==> src/rtl/execute_cycle.sv <==
// ---------------------------------------------------------------------------
// execute_cycle
//
// Execute stage of the 5-stage RV32I pipeline.  Takes the ID/EX register
// outputs, applies operand forwarding, runs the ALU, resolves branch/jump
// direction and target, and registers the results into the EX/MEM register.
//
// Ports:
//   clk, rst                  clock (rising edge), async active-high reset
//   RD1_E, RD2_E              register-file operands from ID/EX
//   ImmExtE, PCE, PCPlus4E    immediate, PC, PC+4 from ID/EX
//   InstrE                    instruction word (funct3 drives branch compare)
//   RdE                       destination register
//   RegWriteE, MemWriteE      write enables carried forward
//   JumpE, jalrE, BranchE     control-flow controls
//   ALUSrcE                   1: ALU operand B is the immediate
//   ALUControlE               ALU operation
//   ResultSrcE                writeback select carried forward
//   ForwardAE, ForwardBE      00 register, 01 ResultW, 10 ALUResultM
//   ResultW                   writeback-stage result (forwarding source)
//   PCSrcE, PCTargetE         combinational fetch redirect and address
//   *M                        EX/MEM register outputs
// ---------------------------------------------------------------------------
module execute_cycle (
    input  logic        clk,
    input  logic        rst,
    input  logic [31:0] RD1_E,
    input  logic [31:0] RD2_E,
    input  logic [31:0] ImmExtE,
    input  logic [31:0] PCE,
    input  logic [31:0] PCPlus4E,
    input  logic [31:0] InstrE,
    input  logic [4:0]  RdE,
    input  logic        RegWriteE,
    input  logic        MemWriteE,
    input  logic        JumpE,
    input  logic        jalrE,
    input  logic        BranchE,
    input  logic        ALUSrcE,
    input  logic [2:0]  ALUControlE,
    input  logic [1:0]  ResultSrcE,
    input  logic [1:0]  ForwardAE,
    input  logic [1:0]  ForwardBE,
    input  logic [31:0] ResultW,
    output logic        PCSrcE,
    output logic [31:0] PCTargetE,
    output logic [31:0] ALUResultM,
    output logic [31:0] WriteDataM,
    output logic [31:0] PCPlus4M,
    output logic [31:0] InstrM,
    output logic [4:0]  RdM,
    output logic        RegWriteM,
    output logic        MemWriteM,
    output logic [1:0]  ResultSrcM
);

    logic [31:0] src_a_e;
    logic [31:0] write_data_e;
    logic [31:0] src_b_e;
    logic [31:0] alu_result_e;
    logic [31:0] jalr_sum_e;
    logic        branch_cond_e;
    logic        eq_e;
    logic        lt_signed_e;
    logic        lt_unsigned_e;

    // Forwarding muxes.  ALUResultM is the registered output of this stage,
    // so selecting it never forms a combinational loop.  Code 11 is unused
    // and falls back to the register-file operand.
    always_comb begin
        src_a_e = RD1_E;
        case (ForwardAE)
            2'b01:   src_a_e = ResultW;
            2'b10:   src_a_e = ALUResultM;
            default: src_a_e = RD1_E;
        endcase
    end

    always_comb begin
        write_data_e = RD2_E;
        case (ForwardBE)
            2'b01:   write_data_e = ResultW;
            2'b10:   write_data_e = ALUResultM;
            default: write_data_e = RD2_E;
        endcase
    end

    assign src_b_e = ALUSrcE ? ImmExtE : write_data_e;

    always_comb begin
        alu_result_e = 32'd0;
        case (ALUControlE)
            3'b000: alu_result_e = src_a_e + src_b_e;
            3'b001: alu_result_e = src_a_e - src_b_e;
            3'b010: alu_result_e = src_a_e & src_b_e;
            3'b011: alu_result_e = src_a_e | src_b_e;
            3'b100: alu_result_e = src_a_e ^ src_b_e;
            3'b101: alu_result_e = {31'd0, ($signed(src_a_e) < $signed(src_b_e))};
            3'b110: alu_result_e = src_a_e << src_b_e[4:0];
            default: alu_result_e = src_a_e >> src_b_e[4:0];
        endcase
    end

    // Branch compare always uses forwarded rs2, never the immediate, so a
    // branch is resolved correctly even if ALUSrcE happens to be set.
    assign eq_e          = (src_a_e == write_data_e);
    assign lt_signed_e   = ($signed(src_a_e) < $signed(write_data_e));
    assign lt_unsigned_e = (src_a_e < write_data_e);

    always_comb begin
        branch_cond_e = 1'b0;
        case (InstrE[14:12])
            3'b000:  branch_cond_e = eq_e;
            3'b001:  branch_cond_e = ~eq_e;
            3'b100:  branch_cond_e = lt_signed_e;
            3'b101:  branch_cond_e = ~lt_signed_e;
            3'b110:  branch_cond_e = lt_unsigned_e;
            3'b111:  branch_cond_e = ~lt_unsigned_e;
            default: branch_cond_e = 1'b0;
        endcase
    end

    assign PCSrcE = JumpE | (BranchE & branch_cond_e);

    // jalr clears bit 0 of the computed address; the target is driven even
    // when no redirect is requested.
    assign jalr_sum_e = src_a_e + ImmExtE;
    assign PCTargetE  = jalrE ? {jalr_sum_e[31:1], 1'b0} : (PCE + ImmExtE);

    // EX/MEM register: captures every cycle, no enable, no flush.
    always_ff @(posedge clk or posedge rst) begin
        if (rst) begin
            ALUResultM <= 32'd0;
            WriteDataM <= 32'd0;
            PCPlus4M   <= 32'd0;
            InstrM     <= 32'd0;
            RdM        <= 5'd0;
            RegWriteM  <= 1'b0;
            MemWriteM  <= 1'b0;
            ResultSrcM <= 2'b00;
        end else begin
            ALUResultM <= alu_result_e;
            WriteDataM <= write_data_e;
            PCPlus4M   <= PCPlus4E;
            InstrM     <= InstrE;
            RdM        <= RdE;
            RegWriteM  <= RegWriteE;
            MemWriteM  <= MemWriteE;
            ResultSrcM <= ResultSrcE;
        end
    end

endmodule

==> config.mk <==
export PLATFORM = sky130hd
export DESIGN_NAME = execute_cycle
export DESIGN_NICKNAME = d
export VERILOG_FILES = /design/src/rtl/execute_cycle.sv
export SDC_FILE = /design/constraint.sdc
export NUM_CORES = 1
export LEC_CHECK = 0
export BUFFER_PORTS_ARGS = -buffer_cell sky130_fd_sc_hd__buf_2
export CAP_MARGIN = 20
export CELL_PAD_IN_SITES_DETAIL_PLACEMENT = 1
export CELL_PAD_IN_SITES_GLOBAL_PLACEMENT = 1
export CORE_UTILIZATION = 25
export CTS_BUF_LIST = sky130_fd_sc_hd__clkbuf_16
export CTS_CLUSTER_SIZE = 16
export DETAILED_ROUTE_END_ITERATION = 10
export PLACE_DENSITY = 0.53
export SETUP_SLACK_MARGIN = 0.4
export SYNTH_ARGS = -nofsm -noshare
export SYNTH_HDL_FRONTEND = slang
export SYNTH_SLANG_ARGS = --single-unit
export TNS_END_PERCENT = 10
==> constraint.sdc <==
create_clock -name clk -period 6.6 [get_ports clk]
set_clock_uncertainty 0.15 [all_clocks]
set_input_delay 0.33 -clock clk [delete_from_list [all_inputs] [get_ports clk]]
set_output_delay 0.33 -clock clk [all_outputs]
set_load 0.02 [all_outputs]
== After elaboration in Yosys (flattened, before gate mapping) ==
Index checks and enable logic that the tools add are counted.
W data, S select, Z words.
Storage, ports and cells
  word-level logic and storage cells: 49
  bits of input ports: 246
  output and inout bits: 170
  flip-flop bits (word level): 137
Cells by class
  multiplexer cells: 6
  shift-type cells: 2
  magnitude comparators: 3
  bitwise logic cells: 8
  reduce and logical (&&, ||, !) cells: 2
  add/subtract/negate cells: 4
  equality and inequality tests: 16
Operator list (number)
  $pmux W32 S7: 1
  $pmux W32 S2: 2
  $add A32 B32 Y32: 3
  $lt A32 B32 Y1: 3
  $mux W32: 2
  $and A32 B32 Y32: 1
  $eq A32 B32 Y1: 1
  $or A32 B32 Y32: 1
  $shl A32 B5 Y32: 1
  $shr A32 B5 Y32: 1
  $sub A32 B32 Y32: 1
  $xor A32 B32 Y32: 1
  $eq A3 B3 Y1 const B: 7
  $eq A3 B1 Y1 const B: 2
  $eq A3 B2 Y1 const B: 2
  $logic_not A3 Y1: 2
  $pmux W1 S6: 1
  $eq A2 B1 Y1 const B: 2
  $eq A2 B2 Y1 const B: 2
  $not A1 Y1: 3
  $and A1 B1 Y1: 1
  $or A1 B1 Y1: 1

== Longest topological paths before layout ==
Gate-level depths: netlist (run 1).
  depth after elaboration: 7
  gate-level depth with buffers: 24
  gate-level depth less buffers: 19

== Worst setup path before layout (run 1) ==
Ideal clock, no wire load.
  kind: input to register
  from: in ForwardBE[0]
  to: reg ALUResultM[0]
  data required time: 6324 ps
  buffers on the path: 5
  library setup time: 126 ps
  setup slack: 1911 ps
  arrival time: 4412 ps
  cell stages on the path: 23
  cells stage by stage: inv_1 -> ha_1 -> buf_2 -> a221oi_1 -> o31a_1 -> buf_4 -> inv_2 -> buf_6 -> buf_4 -> buf_2 -> ha_1 -> fa_1 -> nor2b_1 -> o21ai_1 -> a21boi_1 -> o311ai_0 -> a31oi_1 -> a21oi_1 -> o31ai_1 -> nand3b_1 -> a21oi_1 -> o21bai_1 -> a311o_1
On the way
  cells in the longest elaborated chain, start to end: 5
  elaborated cells on any way between the ends: 13
  those cells by class: add/sub (2); order compare (1); eq/ne (2); shift (2); mux (3); bitwise (3)
Ends and longest elaborated chain
  start: declaration: line 43  | input logic [1:0] ForwardBE,
  $eq A2 B2 Y1 or $eq A2 B1 Y1 (tied branches): line 81  | case (ForwardBE)
  $pmux W32 S2 (*): line 81
  $mux W32 (*): line 88  | assign src_b_e = ALUSrcE ? ImmExtE : write_data_e;
  $sub A32 B32 Y32 (tied with other cells): line 94  | 3'b001: alu_result_e = src_a_e - src_b_e;
  $pmux W32 S7 (*): line 92  | case (ALUControlE)
  via alu_result_e[0]: line 60  | logic [31:0] alu_result_e;
  end signal: assignment: line 142  | ALUResultM <= alu_result_e;
  end: declaration: line 47  | output logic [31:0] ALUResultM,
Mark *: on every way through the listed nets, which the timed path passes. The rest lies on a longest branch.

== Worst setup path in the final report (run 1) ==
  from: in ForwardAE[0]
  to: out PCTargetE[28]
On the way
  cells in the longest elaborated chain, start to end: 4
  elaborated cells on any way between the ends: 5
  those cells by class: add/sub (1); eq/ne (2); mux (2)
Ends and longest elaborated chain
  start: declaration: line 42  | input logic [1:0] ForwardAE,
  $eq A2 B2 Y1 or $eq A2 B1 Y1 (tied branches): line 72  | case (ForwardAE)
  $pmux W32 S2 (*): line 72
  $add A32 B32 Y32 (*): line 127  | assign jalr_sum_e = src_a_e + ImmExtE;
  $mux W32 (*): line 128  | assign PCTargetE = jalrE ? {jalr_sum_e[31:1], 1'b0} : (PCE + ImmExtE);
  end: declaration: line 46  | output logic [31:0] PCTargetE,
Mark *: on every way between the ends. The rest lies on a longest branch, timed or not.

==> results by group, run 1 <==
Synth
  • Mean Syn Cell Area: 7.27 µm²
  • Ys async rst share: 100%
  • Cell Area, Synth: 17300 µm²
  • Seq/Total Area, Yosys: roughly 20%
  • Yosys cell types: 85
  • Cell count after synthesis: about 2400
  • Yosys warns: 0
  • Post-synth EDFFs: 0
  • Syn nets: between 2000 and 3000
  • #FFs+latches synth: between 100 and 150
  • Most used DFF post-synth: dfrtp_1

STA
  • Fin crit share: 84.6%
  • Post-layout min period: between 5000 and 6000 ps
  • Setup tns final: 0 ps
  • Slew Viols, Final: 0
  • Max_slew headroom: a little under a quarter
  • Max frequency: approximately 180 MHz
  • RSZ-0062 raised after global routing: no
  • Worst hold margin: roughly 48 ps
  • Endpoints failing setup: 0
  • Worst-Margin Slew: between 1000 and 1500 ps
  • Hold Vio Cnt, Final: 0
  • Post-route setup slack: 1020 ps

Setup path
  • FF-to-FF path depth: 17
  • CP arrival: roughly 5100 ps
  • Kind of critical path: in2out
  • R2R Setup Slk: 1360 ps
  • Crit path from: ForwardAE[0]
  • Worst Setup EP: PCTargetE[28]
  • Worst-path maximum fanout: 16
  • RR Endpoint: ALUResultM[0]
  • CP startpoint kind: input port
  • Worst Setup End Kind: output port
  • Reg2reg start: ALUResultM[0]
  • Req. time, crit path: 6120 ps

Power
  • Cell internal pwr: 2.51 mW
  • Clk pwr share: 19.4%
  • Net Sw Power: about 2.7 mW
  • Lkg Pwr: 10.2 nW
  • Sw Ratio: 52.3%
  • Max IR drop VDD: 0.172 mV
  • Pwr/cell area: ~240 nW/µm²
  • Seq pwr share: between 20% and 30%
  • Comb power frac: 60.6%

Detailed routing
  • Residual DRC: 0
  • TritonRoute pass-1 iters: 5
  • Detailed Route WL: ~100 mm
  • Wire length per cell: 27.0 µm
  • DRT iter0 DRCs: about 1600
  • Vias: around 21000
  • Vias per cell: roughly 5.5
  • Antenna Violating Nets Remaining: 0

CTS
  • CTS tree: built
  • CTS buffer count: 17
  • Root buffer cell: clkbuf_16
  • Latest clock arrival within the worst-skew pair: 480 ps
  • Clk sink count: around 140
  • Clk slew on worst S/H paths: 80 ps
  • Worst-case clock buffer depth: 2
  • Post-CTS Setup Repair Bufs: 0
  • H-tree levels: 4

Die
  • Die width: about 260 µm
  • DIE AREA: ~70000 µm²
  • Site row count: 95
  • Core ar.: about 68000 µm²
  • Num ports: about 420
  • Die Ht: ~260 µm
  • Initial core utilization: about a quarter

Place
  • Post-DP HPWL: between 80 and 90 mm
  • Port Buf Inserts: a little over 400
  • Post-placement cell area: 20400 µm²
  • Dpl ws: 880 ps
  • Placer's final routability congestion estimate: 0.961

Cells and area
  • Final Instance Area: approximately 22000 µm²
  • Share of cells above drive strength 1: ~19%
  • Net count, final: approximately 3300
  • Commonest cells after routing, fill and taps aside: 415 x buf_2, 285 x a21oi_1, 260 x nor2_1, 236 x nand2_1, 208 x ha_1
  • Final core utilization: 32.4%
  • Most common cell after layout, fill and taps aside: buf_2
  • Layout area overhead: 27.0%

GRT
  • Total grt overflow: 0
  • Vias in the first global route: ~21000
  • GRT Total Usage: between 20 and 30%
  • Initial antenna violation count: 2
  • First-pass GRT wire length: approximately 150 mm
  • Largest net degree at the start of global routing: 86

Status
  • Outcome: finished, final reports clean

Job
  • Max cap viols: 0

Worst hold path
  • Hold Crit Class: in2reg
-- power by group through the flow --
stage                     clock [mW]  sequential, mW  combinational [mW]
after floorplan                    0            1.14                1.79
after global placement             0            1.07                3.06
after detailed placement           0            1.07                3.08
after CTS                       1.05            1.05                3.15
after global routing            1.07            1.06                3.43
final                           1.02            1.05                3.18
-- worst min-delay path by stage --
| stage | slack, ps | to | from | cells after the start |
|---|---|---|---|---|
| floorplan | 210 | InstrM[0] | InstrE[0] | 0 |
| finish | 50 | WriteDataM[12] | RD2_E[12] | 3 |
| global placement | 290 | ResultSrcM[1] | ResultSrcE[1] | 1 |
| global route | 60 | WriteDataM[6] | RD2_E[6] | 3 |
| detailed placement | 290 | InstrM[1] | InstrE[1] | 1 |
| CTS | 30 | WriteDataM[12] | RD2_E[12] | 3 |
-- registers in the layout, indices dropped and copies added (netlist names) --
signal	cells
WriteDataM	32
InstrM	32
ResultSrcM	2
MemWriteM	1
PCPlus4M	32
RegWriteM	1
RdM	5
ALUResultM	32
-- cells by family after synthesis --
kind of cell,share of synthesized area [%]
compound gates,34.4
simple gates,16.9
buf+inv,6.80
xor+xnor,3.55
fa+ha+maj,15.7
mux,2.83
flops,19.9
-- critical path, stage by stage --
cell     delay, ps
buf_2          100
inv_1           40
ha_2           470
inv_1          350
o21ai_0        790
inv_2          220
ha_1           420
a21o_1         200
a21o_1         160
a21oi_1        360
o21ai_0        150
a21oi_1        320
nand3_1        130
nand3_1        190
o21ai_1        100
a31o_2         260
xnor2_1        120
a21oi_1        180
buf_2          190
-- stage by stage --
step	power, mW	std cells
CTS	5.25	3717
detailed placement	4.15	3588
global placement	4.13	3588
finish	5.25	3718
floorplan	2.93	2377
global route	5.56	3718
-- layout make-up --
| type | count | area, µm² |
|---|---|---|
| fill | 8375 | 45800 |
| timing repair buffer | 576 | 3530 |
| sequential | 137 | 3430 |
| multi-input combinational | 1941 | 12700 |
| antenna | 1 | 2.50 |
| clock inverter | 15 | 181 |
| inverter | 158 | 598 |
| clock buffer | 17 | 425 |
| tap | 873 | 1090 |
-- layer usage --
layer  vias to the layer above  wire length [µm]  track usage [%]
met4                         0              4570             12.7
met1                     10092             41700             33.7
met3                       156              5250             4.34
li1                       9534                 -                -
met5                         -                 0                0
met2                       737             49000             49.1
-- cells in the mapped netlist (33+ instances only) --
master / count / area, µm²
inv_1: 150 / 563
a21oi_1: 285 / 1430
a211oi_1: 41 / 308
nor2_1: 261 / 980
xnor2_1: 42 / 368
o22ai_1: 33 / 206
a21o_1: 35 / 263
dfrtp_1: 137 / 3430
ha_1: 210 / 2630
o21ai_1: 36 / 180
nor3_1: 45 / 225
nand2_1: 236 / 886
a22oi_1: 73 / 548
o21ai_0: 198 / 991
clkbuf_1: 86 / 323
-- timing repair --
| action | 4_1_cts | 5_1_grt |
|---|---|---|
| hold buffers | 97 | 0 |
| setup endpoints to repair | 0 | 1 |
| gates resized for setup | 0 | 1 |
| hold endpoints to repair | 180 | 0 |
Power figures use the tool's default switching activity.
==> run 2, diff against run 1 <==
clock period = 5.65 ns   (was 6.6 ns; I/O delays follow)
==> run 2 against run 1 <==
  * Combinational power rose by 19%
  * Sequential cell count did not move
  * Critical path depth fell by 2
  * Design area rose by 1.6%
  * Cell count rose by 1.3%
  * Sequential power rose by 18%
  * Via count rose by 1.7%
  * Largest power group unchanged
  * Utilization rose by 0.53 points
  * Count of clock-buffer cells in the layout did not move
==> results by group, run 2 (synthesized netlist as in run 1, its figures left out) <==
Setup path
  • Req. time, crit path: about 5200 ps
  • Family with the most delay on the worst path: compound AO/OA/AOI/OAI gates
  • Slowest cell on the critical path: dfrtp_2
  • Kind of critical path: reg2out
  • Worst Setup End Kind: output port
  • Crit path buf inv count: 2
  • Worst-path maximum fanout: 5
  • CP arrival: 4640 ps
  • CP peak stage delay: about 520 ps
  • Worst path cell trace: a22oi_1 > o21ai_0 > buf_4 > and2_1 > fa_1 > a211oi_2 > o21a_1 > o21ai_0 > a31o_2 > a21oi_4 > nand3_1 > nand3_1 > o21ai_1 > a31o_2 > xnor2_1 > a21oi_1 > buf_2
  • CP startpoint kind: flop

Detailed routing
  • Vias per cell: approximately 5.5
  • Vias: around 21000
  • Wire length per cell: roughly 27 µm
  • Residual DRC: 0
  • TritonRoute pass-1 iters: 5
  • Antenna Violating Nets Remaining: 0
  • Detailed Route WL: ~100 mm
  • DRT iter0 DRCs: about 1400

Power
  • Overall power: approximately 6.2 mW
  • Seq pwr share: approximately a fifth
  • Max IR drop VDD: ~0.17 mV
  • Net Sw Power: between 3 and 4 mW
  • Cell internal pwr: roughly 3.0 mW
  • Lkg Pwr: about 10 nW
  • Clk pwr share: a little under a fifth
  • Comb power frac: 60.9%
  • Pwr/cell area: between 200 and 300 nW/µm²
  • Sw Ratio: between 50% and 60%

Place
  • Placer's final routability congestion estimate: about 0.94
  • Port Buf Inserts: ~420
  • Post-placement cell area: roughly 21000 µm²
  • Dpl ws: 319 ps
  • Post-DP HPWL: around 82 mm
  • Post-Place Cells: ~3600

Die
  • Num ports: 416
  • Site row count: between 90 and 100
  • Core ar.: 67800 µm²
  • Die width: 265 µm
  • DIE AREA: ~70000 µm²
  • Die Ht: around 260 µm
  • Initial core utilization: 25.5%

Cells and area
  • Commonest cells after routing, fill and taps aside: 415 x buf_2, 284 x a21oi_1, 260 x nor2_1, 236 x nand2_1, 208 x ha_1
  • Net count, final: about 3300
  • Share of cells above drive strength 1: approximately a fifth
  • Final Instance Area: 22300 µm²
  • Layout area overhead: 29.1%
  • Final core utilization: between 30% and 40%
  • Most common cell after layout, fill and taps aside: buf_2
  • Layout Cells excl Fill: roughly 3800

STA
  • Fin crit share: between 80% and 90%
  • Max frequency: around 200 MHz
  • Slew Viols, Final: 0
  • Worst hold margin: 39.6 ps
  • Hold Vio Cnt, Final: 0
  • Worst-Margin Slew: between 1000 and 1500 ps
  • Post-route setup slack: between 500 and 600 ps
  • Max_slew headroom: ~28%
  • Endpoints failing setup: 0
  • Post-layout min period: 5070 ps
  • RSZ-0062 raised after global routing: yes
  • Setup tns final: 0 ps

GRT
  • Largest net degree at the start of global routing: 88
  • Initial antenna violation count: 6
  • Total grt overflow: 0
  • Vias in the first global route: 21376
  • GRT Total Usage: between 20 and 30%
  • First-pass GRT wire length: approximately 150 mm

CTS
  • H-tree levels: 4
  • Root buffer cell: clkbuf_16
  • Clk sink count: about 140
  • CTS tree: built
  • Worst-case clock buffer depth: 2
  • CTS buffer count: 17
  • Latest clock arrival within the worst-skew pair: around 480 ps
  • Clk slew on worst S/H paths: around 80 ps
  • Post-CTS Setup Repair Bufs: 0

Worst hold path
  • Hold Crit Class: in2reg

Job
  • Max cap viols: 0

Status
  • Outcome: finished, final reports clean
[run 2: final timing paths]
kind / from / to / slack (ps) / cells past startpoint
min in group asynchronous: rst / InstrM[24] / 330 / 3
hold / removal: RD2_E[14] / WriteDataM[14] / 40 / 4
hold reg to reg: ALUResultM[16] / WriteDataM[16] / 580 / 4
max in group asynchronous: rst / WriteDataM[29] / 3640 / 4
setup / recovery: ALUResultM[0] / PCTargetE[28] / 580 / 17
setup reg to reg: ALUResultM[0] / ALUResultM[26] / 740 / 17
[run 2: layout make-up]
| cell class | instances | area [µm²] |
|---|---|---|
| diodes | 4 | 10.0 |
| clock buffers | 17 | 425 |
| clock inverters | 15 | 174 |
| fillers | 8399 | 45500 |
| inverters | 158 | 598 |
| multi-input cells | 1941 | 12700 |
| flip-flops and latches | 137 | 3430 |
| well taps | 873 | 1090 |
| repair buffers | 620 | 3870 |
[run 2: worst min-delay path: stages]
cell and delay, ps:
buf_2 90, a21oi_1 70, buf_4 140, inv_1 40
[run 2: power groups by stage]
stage | sequential [mW] | clock [mW] | combinational, mW
after global placement | 1.26 | 0 | 3.62
after detailed placement | 1.25 | 0 | 3.65
after floorplan | 1.33 | 0 | 2.09
final | 1.24 | 1.19 | 3.78
after CTS | 1.24 | 1.23 | 3.73
after global routing | 1.24 | 1.26 | 4.06
[run 2: layer usage]
layer  GRT usage (%)  share of wire (%)  vias up
li1                -                  -     9622
met1            33.5                 42    10356
met2            49.9                 50      744
met3            3.90                5.0      136
met4            9.87                3.3        4
met5               0              0.023        -
[run 2: what timing repair did]
action,4_1_cts,5_1_grt
setup endpoints to repair,1,5
pin swaps,0,0
endpoints found under the hold margin,181,0
hold buffers,96,0
gates resized for setup,2,3
==> run 3, diff against run 2 <==
CORE_MARGIN = 3   (was unset)
CORE_UTILIZATION = 30   (was 25)
GPL_TIMING_DRIVEN = 0   (was unset)
PLACE_DENSITY = 0.62   (was 0.53)
==> run 3 against run 2 <==
  * Critical path depth grew 2
  * Via count grew 6.6%
  * Non-clock buffer count grew 64
  * Critical endpoint is now ALUResultM[0]
  * Sequential power is essentially flat
  * Global-route usage grew 8.2 points
  * Design area grew 1.7%
  * Largest cell class unchanged
  * Count of clock-buffer cells in the layout is the same
  * Largest power group unchanged
  * Sequential share of layout area shrank 0.26 points
  * Sequential cell count is the same
==> results by group, run 3 (synthesized netlist as in run 1, its figures left out) <==
Status
  • Outcome: finished, final reports clean

CTS
  • CTS tree: built
  • Clk sink count: ~140
  • Latest clock arrival within the worst-skew pair: between 400 and 500 ps
  • Root buffer cell: clkbuf_16
  • H-tree levels: 4
  • Worst-case clock buffer depth: 2
  • Clk slew on worst S/H paths: ~70 ps
  • CTS buffer count: 17

GRT
  • GRT Total Usage: about 36%
  • Total grt overflow: 0
  • Initial antenna violation count: 9
  • Vias in the first global route: around 22000
  • Largest net degree at the start of global routing: 92
  • First-pass GRT wire length: ~160 mm

Cells and area
  • Net count, final: approximately 3400
  • Layout Cells excl Fill: between 3000 and 4000
  • Most common cell after layout, fill and taps aside: buf_2
  • Share of cells above drive strength 1: 20.9%
  • Layout area overhead: 31.3%
  • Final core utilization: 40.0%
  • Commonest cells after routing, fill and taps aside: 433 x buf_2, 277 x a21oi_1, 261 x nor2_1, 236 x nand2_1, 207 x ha_1

STA
  • Worst hold margin: approximately 58 ps
  • RSZ-0062 raised after global routing: yes
  • Worst-Margin Slew: about 1100 ps
  • Endpoints failing setup: 0
  • Slew Viols, Final: 0
  • Fin crit share: between 90% and 100%
  • Max_slew headroom: between 20% and 30%
  • Hold Vio Cnt, Final: 0
  • Max frequency: about 190 MHz
  • Post-route setup slack: about 290 ps
  • Post-layout min period: about 5400 ps

Die
  • Die width: roughly 250 µm
  • Die Ht: between 200 and 250 µm
  • Initial core utilization: between 30% and 40%
  • Core ar.: around 57000 µm²
  • Num ports: 416
  • DIE AREA: slightly above 60000 µm²
  • Site row count: a little under 90

Place
  • Post-DP HPWL: between 90 and 100 mm
  • Post-Place Cells: about 3600
  • Dpl ws: -1950 ps
  • Placer's final routability congestion estimate: 0.991
  • Port Buf Inserts: between 400 and 500

Power
  • Cell internal pwr: approximately 3.1 mW
  • Sw Ratio: a little over half
  • Lkg Pwr: 10.5 nW
  • Comb power frac: 62.6%
  • Net Sw Power: 3.39 mW
  • Clk pwr share: a little under a fifth
  • Pwr/cell area: approximately 280 nW/µm²
  • Max IR drop VDD: approximately 0.24 mV
  • Seq pwr share: 19.0%
  • Overall power: roughly 6.5 mW

Setup path
  • Req. time, crit path: 5820 ps
  • FF-to-FF path depth: 19
  • Kind of critical path: reg2reg
  • CP startpoint kind: flop
  • Worst-path maximum fanout: 11
  • CP arrival: approximately 5500 ps
  • Worst Setup End Kind: flop

Detailed routing
  • Antenna Violating Nets Remaining: 0
  • Residual DRC: 0
  • TritonRoute pass-1 iters: 5
  • Vias: 22232
  • DRT iter0 DRCs: roughly 2000
  • Detailed Route WL: 112 mm
  • Vias per cell: approximately 6.0
  • Wire length per cell: 30.2 µm

Worst hold path
  • Worst Hold Depth: 3
  • Hold Crit Class: in2reg

Job
  • Max cap viols: 0
-- run 3: cell count changes in the layout (fill, tap and decap cells not counted), moves of 6 or more --
cell / delta
diode_2: +6
buf_2: +18
o21ai_4: +10
o21ai_2: +12
clkbuf_2: +13
buf_4: -74
a21oi_1: -7
clkbuf_4: +7
o21ai_0: -19
buf_1: +18
clkbuf_1: +68
-- run 3: metrics by stage --
stage               setup TNS [ps]  instance area (µm²)
floorplan                        0                17300
global placement            -57640                20300
detailed placement          -29220                20400
CTS                              0                22500
global route                     0                22700
finish                           0                22700
-- run 3: layout make-up --
type	instances	area, µm²
fill	7108	34000
multi-input combinational	1941	13100
sequential	137	3430
timing repair buffer	543	3320
tap	756	946
buffer	141	698
inverter	158	602
clock buffer	17	425
clock inverter	15	185
antenna	10	25.0
-- run 3: critical path: stages, from the launching register on --
cell	delay, ps
dfrtp_1	490
a22oi_1	210
o21a_1	250
o21a_1	250
buf_4	240
clkinv_2	170
buf_2	260
clkbuf_4	270
fa_1	440
nor2b_1	130
o21ai_1	110
a21boi_2	270
o311ai_4	160
a31oi_4	310
a21oi_4	140
o31ai_4	310
nand3b_1	120
a21oi_1	240
o21bai_2	170
a311o_1	450
-- run 3: worst paths after layout --
check / slack, ps / start / end
max in group asynchronous: 4250 / rst / ALUResultM[0]
max reg2reg: 290 / ALUResultM[1] / ALUResultM[0]
min: 60 / ResultW[0] / WriteDataM[0]
min in group asynchronous: 260 / rst / WriteDataM[3]
min reg2reg: 570 / ALUResultM[0] / WriteDataM[0]
max: 290 / ALUResultM[1] / ALUResultM[0]
-- run 3: layer usage --
metal  GRT usage [%]  vias to the layer above  routed length (µm)
met4            15.0                        2                5320
met3            5.44                      217                8010
met2            59.4                     1101               51200
met1            46.5                    11147               47600
li1                -                     9765                   -
met5               0                        -                  15
-- run 3: power groups by stage --
stage          logic, mW  registers [mW]  clock network, mW
2_1_floorplan       2.09            1.33                  0
3_3_place_gp        3.65            1.24                  0
3_5_place_dp        3.71            1.24                  0
4_1_cts             3.89            1.23               1.21
5_1_grt             4.28            1.23               1.25
6_report            4.04            1.23               1.19
-- run 3: timing repair --
| item | CTS | global route |
|---|---|---|
| hold buffers | 101 | 0 |
| endpoints found under the hold margin | 146 | 0 |
| setup buffers | 8 | 5 |
| resized for setup | 104 | 46 |
| pin swaps | 10 | 6 |
| endpoints found under the setup margin | 52 | 30 |
